$ cat src/rtl/clk_rst_sequencer.sv
// clk_rst_sequencer: brings up the IDELAYCTRL and fabric reset after the DCM
// locks. It filters the lock, pulses idelay_rst, waits for idelay_rdy with
// bounded retries, holds user_rst for a settling period and then runs. The
// sequence reruns on rdy loss or soft request, and restarts on lock loss.
// All parameters must be >= 1, except MAX_RETRIES, which is 0..15.
//
// Ports:
//   sys_clk      in   sole clock, rising edge
//   sys_rst_n    in   asynchronous active-low reset
//   sys_clk_lock in   DCM locked (asynchronous, synchronized inside)
//   idelay_rdy   in   IDELAYCTRL ready (asynchronous, synchronized inside)
//   soft_rst_req in   single-cycle request to rerun the sequence
//   idelay_rst   out  active-high IDELAYCTRL reset
//   user_rst     out  active-high fabric reset
//   seq_done     out  high only in RUN
//   seq_fail     out  high only in FAIL
//   retry_cnt    out  rdy timeouts taken in the current attempt
module clk_rst_sequencer #(
  parameter int unsigned LOCK_FILTER      = 8,
  parameter int unsigned RST_PULSE_CYCLES = 16,
  parameter int unsigned RDY_TIMEOUT      = 1024,
  parameter int unsigned MAX_RETRIES      = 3,
  parameter int unsigned HOLD_CYCLES      = 32
) (
  input  logic       sys_clk,
  input  logic       sys_rst_n,
  input  logic       sys_clk_lock,
  input  logic       idelay_rdy,
  input  logic       soft_rst_req,
  output logic       idelay_rst,
  output logic       user_rst,
  output logic       seq_done,
  output logic       seq_fail,
  output logic [3:0] retry_cnt
);

  localparam int unsigned RETRY_W = 4;
  localparam int unsigned MAX_A   = (LOCK_FILTER > RST_PULSE_CYCLES) ? LOCK_FILTER : RST_PULSE_CYCLES;
  localparam int unsigned MAX_B   = (RDY_TIMEOUT > HOLD_CYCLES) ? RDY_TIMEOUT : HOLD_CYCLES;
  localparam int unsigned CNT_MAX = (MAX_A > MAX_B) ? MAX_A : MAX_B;
  localparam int unsigned CNT_W   = $clog2(CNT_MAX + 1);

  // Terminal values: the transition fires on the cycle the count reaches N.
  localparam logic [CNT_W-1:0] LOCK_LAST    = CNT_W'(LOCK_FILTER - 1);
  localparam logic [CNT_W-1:0] PULSE_LAST   = CNT_W'(RST_PULSE_CYCLES - 1);
  localparam logic [CNT_W-1:0] TIMEOUT_LAST = CNT_W'(RDY_TIMEOUT - 1);
  localparam logic [CNT_W-1:0] HOLD_LAST    = CNT_W'(HOLD_CYCLES - 1);
  localparam logic [CNT_W-1:0] CNT_SAT      = CNT_W'(CNT_MAX);
  localparam logic [RETRY_W-1:0] RETRY_LIM  = RETRY_W'(MAX_RETRIES);

  typedef enum logic [2:0] {
    S_WAIT_LOCK = 3'd0,
    S_RST_PULSE = 3'd1,
    S_WAIT_RDY  = 3'd2,
    S_HOLD      = 3'd3,
    S_RUN       = 3'd4,
    S_FAIL      = 3'd5
  } state_e;

  logic               lock_meta_q, lock_s_q;
  logic               rdy_meta_q, rdy_s_q;
  state_e             state_q, state_d;
  logic [CNT_W-1:0]   cnt_q, cnt_d, cnt_inc_c;
  logic [RETRY_W-1:0] retry_q, retry_d;
  logic               idelay_rst_q, idelay_rst_d;
  logic               user_rst_q, user_rst_d;
  logic               seq_done_q, seq_done_d;
  logic               seq_fail_q, seq_fail_d;

  // Two-flop synchronizers for the asynchronous status inputs.
  always_ff @(posedge sys_clk or negedge sys_rst_n) begin
    if (!sys_rst_n) begin
      lock_meta_q <= 1'b0;
      lock_s_q    <= 1'b0;
      rdy_meta_q  <= 1'b0;
      rdy_s_q     <= 1'b0;
    end else begin
      lock_meta_q <= sys_clk_lock;
      lock_s_q    <= lock_meta_q;
      rdy_meta_q  <= idelay_rdy;
      rdy_s_q     <= rdy_meta_q;
    end
  end

  // Shared phase counter, saturating at the largest terminal value.
  assign cnt_inc_c = (cnt_q == CNT_SAT) ? cnt_q : cnt_q + CNT_W'(1);

  // State, counter and registered outputs.
  always_ff @(posedge sys_clk or negedge sys_rst_n) begin
    if (!sys_rst_n) begin
      state_q      <= S_WAIT_LOCK;
      cnt_q        <= '0;
      retry_q      <= '0;
      idelay_rst_q <= 1'b1;
      user_rst_q   <= 1'b1;
      seq_done_q   <= 1'b0;
      seq_fail_q   <= 1'b0;
    end else begin
      state_q      <= state_d;
      cnt_q        <= cnt_d;
      retry_q      <= retry_d;
      idelay_rst_q <= idelay_rst_d;
      user_rst_q   <= user_rst_d;
      seq_done_q   <= seq_done_d;
      seq_fail_q   <= seq_fail_d;
    end
  end

  // Next-state logic; outputs are decoded from the next state so the
  // registered outputs always match the registered state.
  always_comb begin
    state_d = state_q;
    cnt_d   = cnt_q;
    retry_d = retry_q;

    if (state_q != S_WAIT_LOCK && !lock_s_q) begin
      // Lock loss outranks every other event.
      state_d = S_WAIT_LOCK;
      cnt_d   = '0;
      retry_d = '0;
    end else begin
      case (state_q)
        S_WAIT_LOCK: begin
          if (!lock_s_q) begin
            cnt_d = '0;
          end else if (cnt_q == LOCK_LAST) begin
            state_d = S_RST_PULSE;
            cnt_d   = '0;
          end else begin
            cnt_d = cnt_inc_c;
          end
        end
        S_RST_PULSE: begin
          if (cnt_q == PULSE_LAST) begin
            state_d = S_WAIT_RDY;
            cnt_d   = '0;
          end else begin
            cnt_d = cnt_inc_c;
          end
        end
        S_WAIT_RDY: begin
          if (rdy_s_q) begin
            state_d = S_HOLD;
            cnt_d   = '0;
          end else if (cnt_q == TIMEOUT_LAST) begin
            cnt_d = '0;
            if (retry_q == RETRY_LIM) begin
              state_d = S_FAIL;
            end else begin
              state_d = S_RST_PULSE;
              retry_d = retry_q + RETRY_W'(1);
            end
          end else begin
            cnt_d = cnt_inc_c;
          end
        end
        S_HOLD: begin
          if (!rdy_s_q) begin
            state_d = S_RST_PULSE;
            cnt_d   = '0;
          end else if (cnt_q == HOLD_LAST) begin
            state_d = S_RUN;
            cnt_d   = '0;
            retry_d = '0;
          end else begin
            cnt_d = cnt_inc_c;
          end
        end
        S_RUN: begin
          if (!rdy_s_q || soft_rst_req) begin
            state_d = S_RST_PULSE;
            cnt_d   = '0;
          end
        end
        S_FAIL: begin
          if (soft_rst_req) begin
            state_d = S_RST_PULSE;
            cnt_d   = '0;
            retry_d = '0;
          end
        end
        default: begin
          state_d = S_WAIT_LOCK;
          cnt_d   = '0;
          retry_d = '0;
        end
      endcase
    end

    idelay_rst_d = (state_d == S_WAIT_LOCK) || (state_d == S_RST_PULSE);
    user_rst_d   = (state_d != S_RUN);
    seq_done_d   = (state_d == S_RUN);
    seq_fail_d   = (state_d == S_FAIL);
  end

  assign idelay_rst = idelay_rst_q;
  assign user_rst   = user_rst_q;
  assign seq_done   = seq_done_q;
  assign seq_fail   = seq_fail_q;
  assign retry_cnt  = retry_q;

endmodule

$ cat config.mk
export PLATFORM = sky130hd
export DESIGN_NAME = clk_rst_sequencer
export DESIGN_NICKNAME = d
export VERILOG_FILES = /design/src/rtl/clk_rst_sequencer.sv
export SDC_FILE = /design/constraint.sdc
export NUM_CORES = 1
export LEC_CHECK = 0
export CAP_MARGIN = 20
export CORE_AREA = 2 2 63 65
export DETAILED_ROUTE_END_ITERATION = 10
export DIE_AREA = 0 0 65 67
export DONT_BUFFER_PORTS = 1
export GPL_TIMING_DRIVEN = 1
export SLEW_MARGIN = 20
export SYNTH_ARGS = -nofsm -noshare
export SYNTH_HDL_FRONTEND = slang
export SYNTH_SLANG_ARGS = --single-unit
$ cat constraint.sdc
create_clock -name sys_clk -period 3.3 [get_ports sys_clk]
set_clock_uncertainty 0.05 [all_clocks]
set_input_delay 0.66 -clock sys_clk [delete_from_list [all_inputs] [get_ports sys_clk]]
set_output_delay 0.66 -clock sys_clk [all_outputs]
set_load 0.01 [all_outputs]
==> tab_implementation.tex <==
\begin{tabular}{lr}
\hline
Metric & Value \\
\hline
\multicolumn{2}{l}{\textbf{STA}} \\
Final setup violation count & 0 \\
Tightest Pin Transition & between 700 and 800 ps \\
Final Hold Fails & 0 \\
Fmax & 432 MHz \\
Final TNS setup & 0 ps \\
Final max-slew violation count & 0 \\
Unrepaired setup endpoints after global routing & false \\
Slew Limit Headroom & 0.475 \\
Portion of the clock cycle consumed by the worst path in the final layout & 0.702 \\
Hold WS & 21.1 ps \\
Min Tclk post-route & roughly 2300 ps \\
\multicolumn{2}{l}{\textbf{Final layout}} \\
Sequential cell area in the final layout & 653 um2 \\
Layout-stage area growth over the synthesis result & 6.17\% \\
Number of filler cells placed in the layout & 351 \\
Number of nets in the finished design & 179 \\
Fraction of final layout cells sized beyond drive strength 1 & 0.118 \\
Antenna fix cells & 0 \\
Area taken by multi-input logic gates & 861 um2 \\
Most frequent cells in the layout & sky130\_fd\_sc\_hd\_\_dfrtp\_1, sky130\_fd\_sc\_hd\_\_o21ai\_0, sky130\_fd\_sc\_hd\_\_nand2\_1, sky130\_fd\_sc\_hd\_\_nor2\_1, sky130\_fd\_sc\_hd\_\_nor3\_1 \\
Most common cell after layout, fill and taps aside & sky130\_fd\_sc\_hd\_\_dfrtp\_1 \\
Utilization after layout & 0.466 \\
\multicolumn{2}{l}{\textbf{Synth}} \\
Summed instance area of the synthesized netlist & 1580 um2 \\
Proportion of synthesized area in mux cells & 0.0190 \\
Leading register cell type out of synthesis & sky130\_fd\_sc\_hd\_\_dfrtp\_1 \\
Yosys warning total & 0 \\
Post-synthesis share of cell area spent on xor and xnor gates & 0.0111 \\
Number of different library cells in the post-synthesis netlist & 46 \\
Gate Count Post-Synth & 175 \\
Mapped Nets & 183 \\
Share of the synthesized area in the top cell type & 0.380 \\
Fraction of the mapped netlist area in simple logic gates & 0.325 \\
Dominant combinational cell family by area after synthesis & simple AND/OR/NAND/NOR gates \\
Adder-cell share of the synthesized area & 0.0237 \\
Count of flip-flops with a built-in enable after synthesis & 0 \\
Register area share after synthesis & 0.413 \\
Fraction of the mapped netlist area in compound gates & 0.165 \\
Synth top area cells & sky130\_fd\_sc\_hd\_\_dfrtp\_1, sky130\_fd\_sc\_hd\_\_o21ai\_0, sky130\_fd\_sc\_hd\_\_dfstp\_2 \\
Register bit total from synthesis & 26 \\
Proportion of register bits with asynchronous set or reset after synthesis & 1.00 \\
Post-synth top area cell & sky130\_fd\_sc\_hd\_\_dfrtp\_1 \\
Post-synthesis area per instance & 9.04 um2 \\
\multicolumn{2}{l}{\textbf{Placement}} \\
Count of buffers inserted at the top-level ports & 0 \\
Global placer's final weighted congestion & approximately 0.9 \\
Placed wire-length estimate & 2.46 mm \\
\multicolumn{2}{l}{\textbf{Hold path}} \\
Type of the worst min-delay path & input pin to asynchronous set/reset pin \\
\multicolumn{2}{l}{\textbf{Clock tree}} \\
Clock root buffer & sky130\_fd\_sc\_hd\_\_clkbuf\_8 \\
Hold-fix buffers at CTS & 0 \\
Deepest level of the CTS H-tree & 1 \\
Clock tree from TritonCTS & built \\
TritonCTS Sinks & 26 \\
CTS clk-pin slew, worst paths & 90 ps \\
Number of buffers added by the clock tree synthesis step & 3 \\
PostCTS Resize Cnt & 0 \\
Number of buffers on the longest clock path & 2 \\
Post-CTS setup-driven buffer insertion count & 0 \\
Insertion delay of the later-clocked pin in the worst-skew pair & around 270 ps \\
\multicolumn{2}{l}{\textbf{Floorplan}} \\
Die Wd & about 65 um \\
Vertical die dimension & $\sim$67 um \\
Initial Util & 0.439 \\
Total core area & 3610 um2 \\
Die area & 4360 um2 \\
Standard-cell row count & 22 \\
Number of top-level pins & 13 \\
\multicolumn{2}{l}{\textbf{Job}} \\
Maxcap violations & 0 \\
\multicolumn{2}{l}{\textbf{Detailed routing}} \\
Number of nets still failing antenna checks after routing & 0 \\
Uppermost metal layer occupied by signal nets & met4 \\
Drt first-iter violations & 83 \\
Met2 layer wire length in the routed design & 1.59 mm \\
Met1 layer wirelength in the final routing & 1.60 mm \\
Number of search-and-repair iterations in the first detailed-routing pass & 4 \\
Detailed route wirelength on metal3 & roughly 170 um \\
Via density & 6.07 \\
Post-detailed-routing wire length & 3.42 mm \\
Number of vias after detailed routing & 1324 \\
Average wire per standard cell & 15.7 um \\
DR DRC count & 0 \\
\multicolumn{2}{l}{\textbf{Global routing}} \\
Aggregate global routing overflow & 0 \\
Initial antenna violation count & 0 \\
All-Layer GR Usage & 0.175 \\
Number of global-route vias before repair & 1250 \\
Global-route wire length before repair & 5.89 mm \\
Maximum number of pins on one net before global-route repair & 27 \\
\multicolumn{2}{l}{\textbf{Setup path}} \\
Required time worst endpoint & around 3400 ps \\
Maximum fanout along the worst path & 9 \\
Critical Path Sink Type & flop \\
Critical path data arrival time & 2420 ps \\
Register-to-register path setup slack & 980 ps \\
Stage delay of the slowest cell on the critical path & 490 ps \\
Crit path max-delay cell type & sky130\_fd\_sc\_hd\_\_or4bb\_1 \\
WS Path Type & flop to flop \\
Startpoint kind of the worst setup timing path & flop \\
Critical path cell sequence & ha\_1 -> or4bb\_1 -> nor4\_2 -> o22ai\_2 -> nor3\_4 -> o21ai\_1 \\
\multicolumn{2}{l}{\textbf{Pwr}} \\
Comb pwr share & 0.078 \\
Relative contribution of sequential cells to total power & 0.521 \\
Worst IR Drop VDD & 0.000153 V \\
Net switching component of the power & 143 uW \\
Internal power component & 511 uW \\
Switching share of power & 0.219 \\
Static leakage & 0.646 nW \\
Pwr/cell area & 390 nW/um2 \\
Part of the power in the clock network & 0.400 \\
\multicolumn{2}{l}{\textbf{Run status}} \\
Outcome & finished clean \\
\hline
\end{tabular}
area by class of cell:
cell class | count | share of cell area
clock buffer | 3 | 0.0246
clock inverter | 1 | 0.0179
multi-input combinational | 132 | 0.513
inverter | 7 | 0.0156
tap | 48 | 0.0358
sequential | 26 | 0.389
timing repair buffer | 1 | 0.00447
stage by stage:
step	setup slack, ps	instances	cell area [um2]	power [mW]
2_1_floorplan	1220	175	1580	0.386
3_3_place_gp	1110	214	1610	0.396
3_5_place_dp	1010	214	1610	0.399
4_1_cts	1010	218	1680	0.661
5_1_grt	815	218	1680	0.683
6_report	983	218	1680	0.654
worst max-delay path: cells and delay by family (launching register included):
family          cells  cell delay (ps)
fa+ha+maj           1              330
compound gates      2              340
simple gates        3             1050
flops               1              430
cell families after synthesis:
group / after synthesis
xor+xnor: 2
flops: 26
buf+inv: 17
simple gates: 83
mux: 3
fa+ha+maj: 3
compound gates: 41
metal layers:
metal  up-vias  track usage
met5         -            0
met4         0       0.0691
met3         7       0.0253
met2        32        0.286
met1       648        0.234
li1        637            -
flip-flops by register name, indices dropped and copies added, names as in the netlist:
name	count
cnt_q	11
idelay_rst	1
lock_meta_q	1
lock_s_q	1
rdy_meta_q	1
rdy_s_q	1
retry_cnt	4
seq_done	1
seq_fail	1
state_q	3
user_rst	1
power by group through the flow:
stage          Clock, mW  Sequential [mW]  Combinational [mW]
2_1_floorplan          0            0.340              0.0457
3_3_place_gp           0            0.347              0.0496
3_5_place_dp           0            0.347              0.0511
4_1_cts            0.269            0.341              0.0510
5_1_grt            0.281            0.343              0.0585
6_report           0.262            0.341              0.0511
final timing paths:
| kind | from | endpoint | cells past startpoint |
|---|---|---|---|
| worst min register to register | rdy_meta_q | rdy_s_q | 0 |
| min in group sys_clk | rdy_meta_q | rdy_s_q | 0 |
| max in group asynchronous | sys_rst_n | user_rst | 0 |
| worst max-delay path | cnt_q[0] | cnt_q[5] | 6 |
| worst max register to register | cnt_q[0] | cnt_q[5] | 6 |
| worst min-delay path | sys_rst_n | cnt_q[2] | 0 |
cells in the mapped netlist (2+ instances only):
master                     instances
sky130_fd_sc_hd__a21oi_1           5
sky130_fd_sc_hd__and2_1            2
sky130_fd_sc_hd__and3_1            2
sky130_fd_sc_hd__buf_2             3
sky130_fd_sc_hd__clkbuf_1          6
sky130_fd_sc_hd__dfrtp_1          24
sky130_fd_sc_hd__dfstp_2           2
sky130_fd_sc_hd__ha_1              3
sky130_fd_sc_hd__inv_1             7
sky130_fd_sc_hd__mux2i_1           3
sky130_fd_sc_hd__nand2_1          13
sky130_fd_sc_hd__nand2b_1          2
sky130_fd_sc_hd__nand3_1           9
sky130_fd_sc_hd__nand3b_1          3
sky130_fd_sc_hd__nand4_1           6
sky130_fd_sc_hd__nor2_1           13
sky130_fd_sc_hd__nor2b_1           4
sky130_fd_sc_hd__nor3_1           10
sky130_fd_sc_hd__nor4_1            3
sky130_fd_sc_hd__nor4_4            2
sky130_fd_sc_hd__o21ai_0          15
sky130_fd_sc_hd__o21ai_1           4
sky130_fd_sc_hd__o22ai_1           5
sky130_fd_sc_hd__o31ai_1           2
sky130_fd_sc_hd__or2_2             3
sky130_fd_sc_hd__or4_1             2
sky130_fd_sc_hd__or4_4             2
sky130_fd_sc_hd__or4bb_1           2
(Power assumes the default switching activity.)
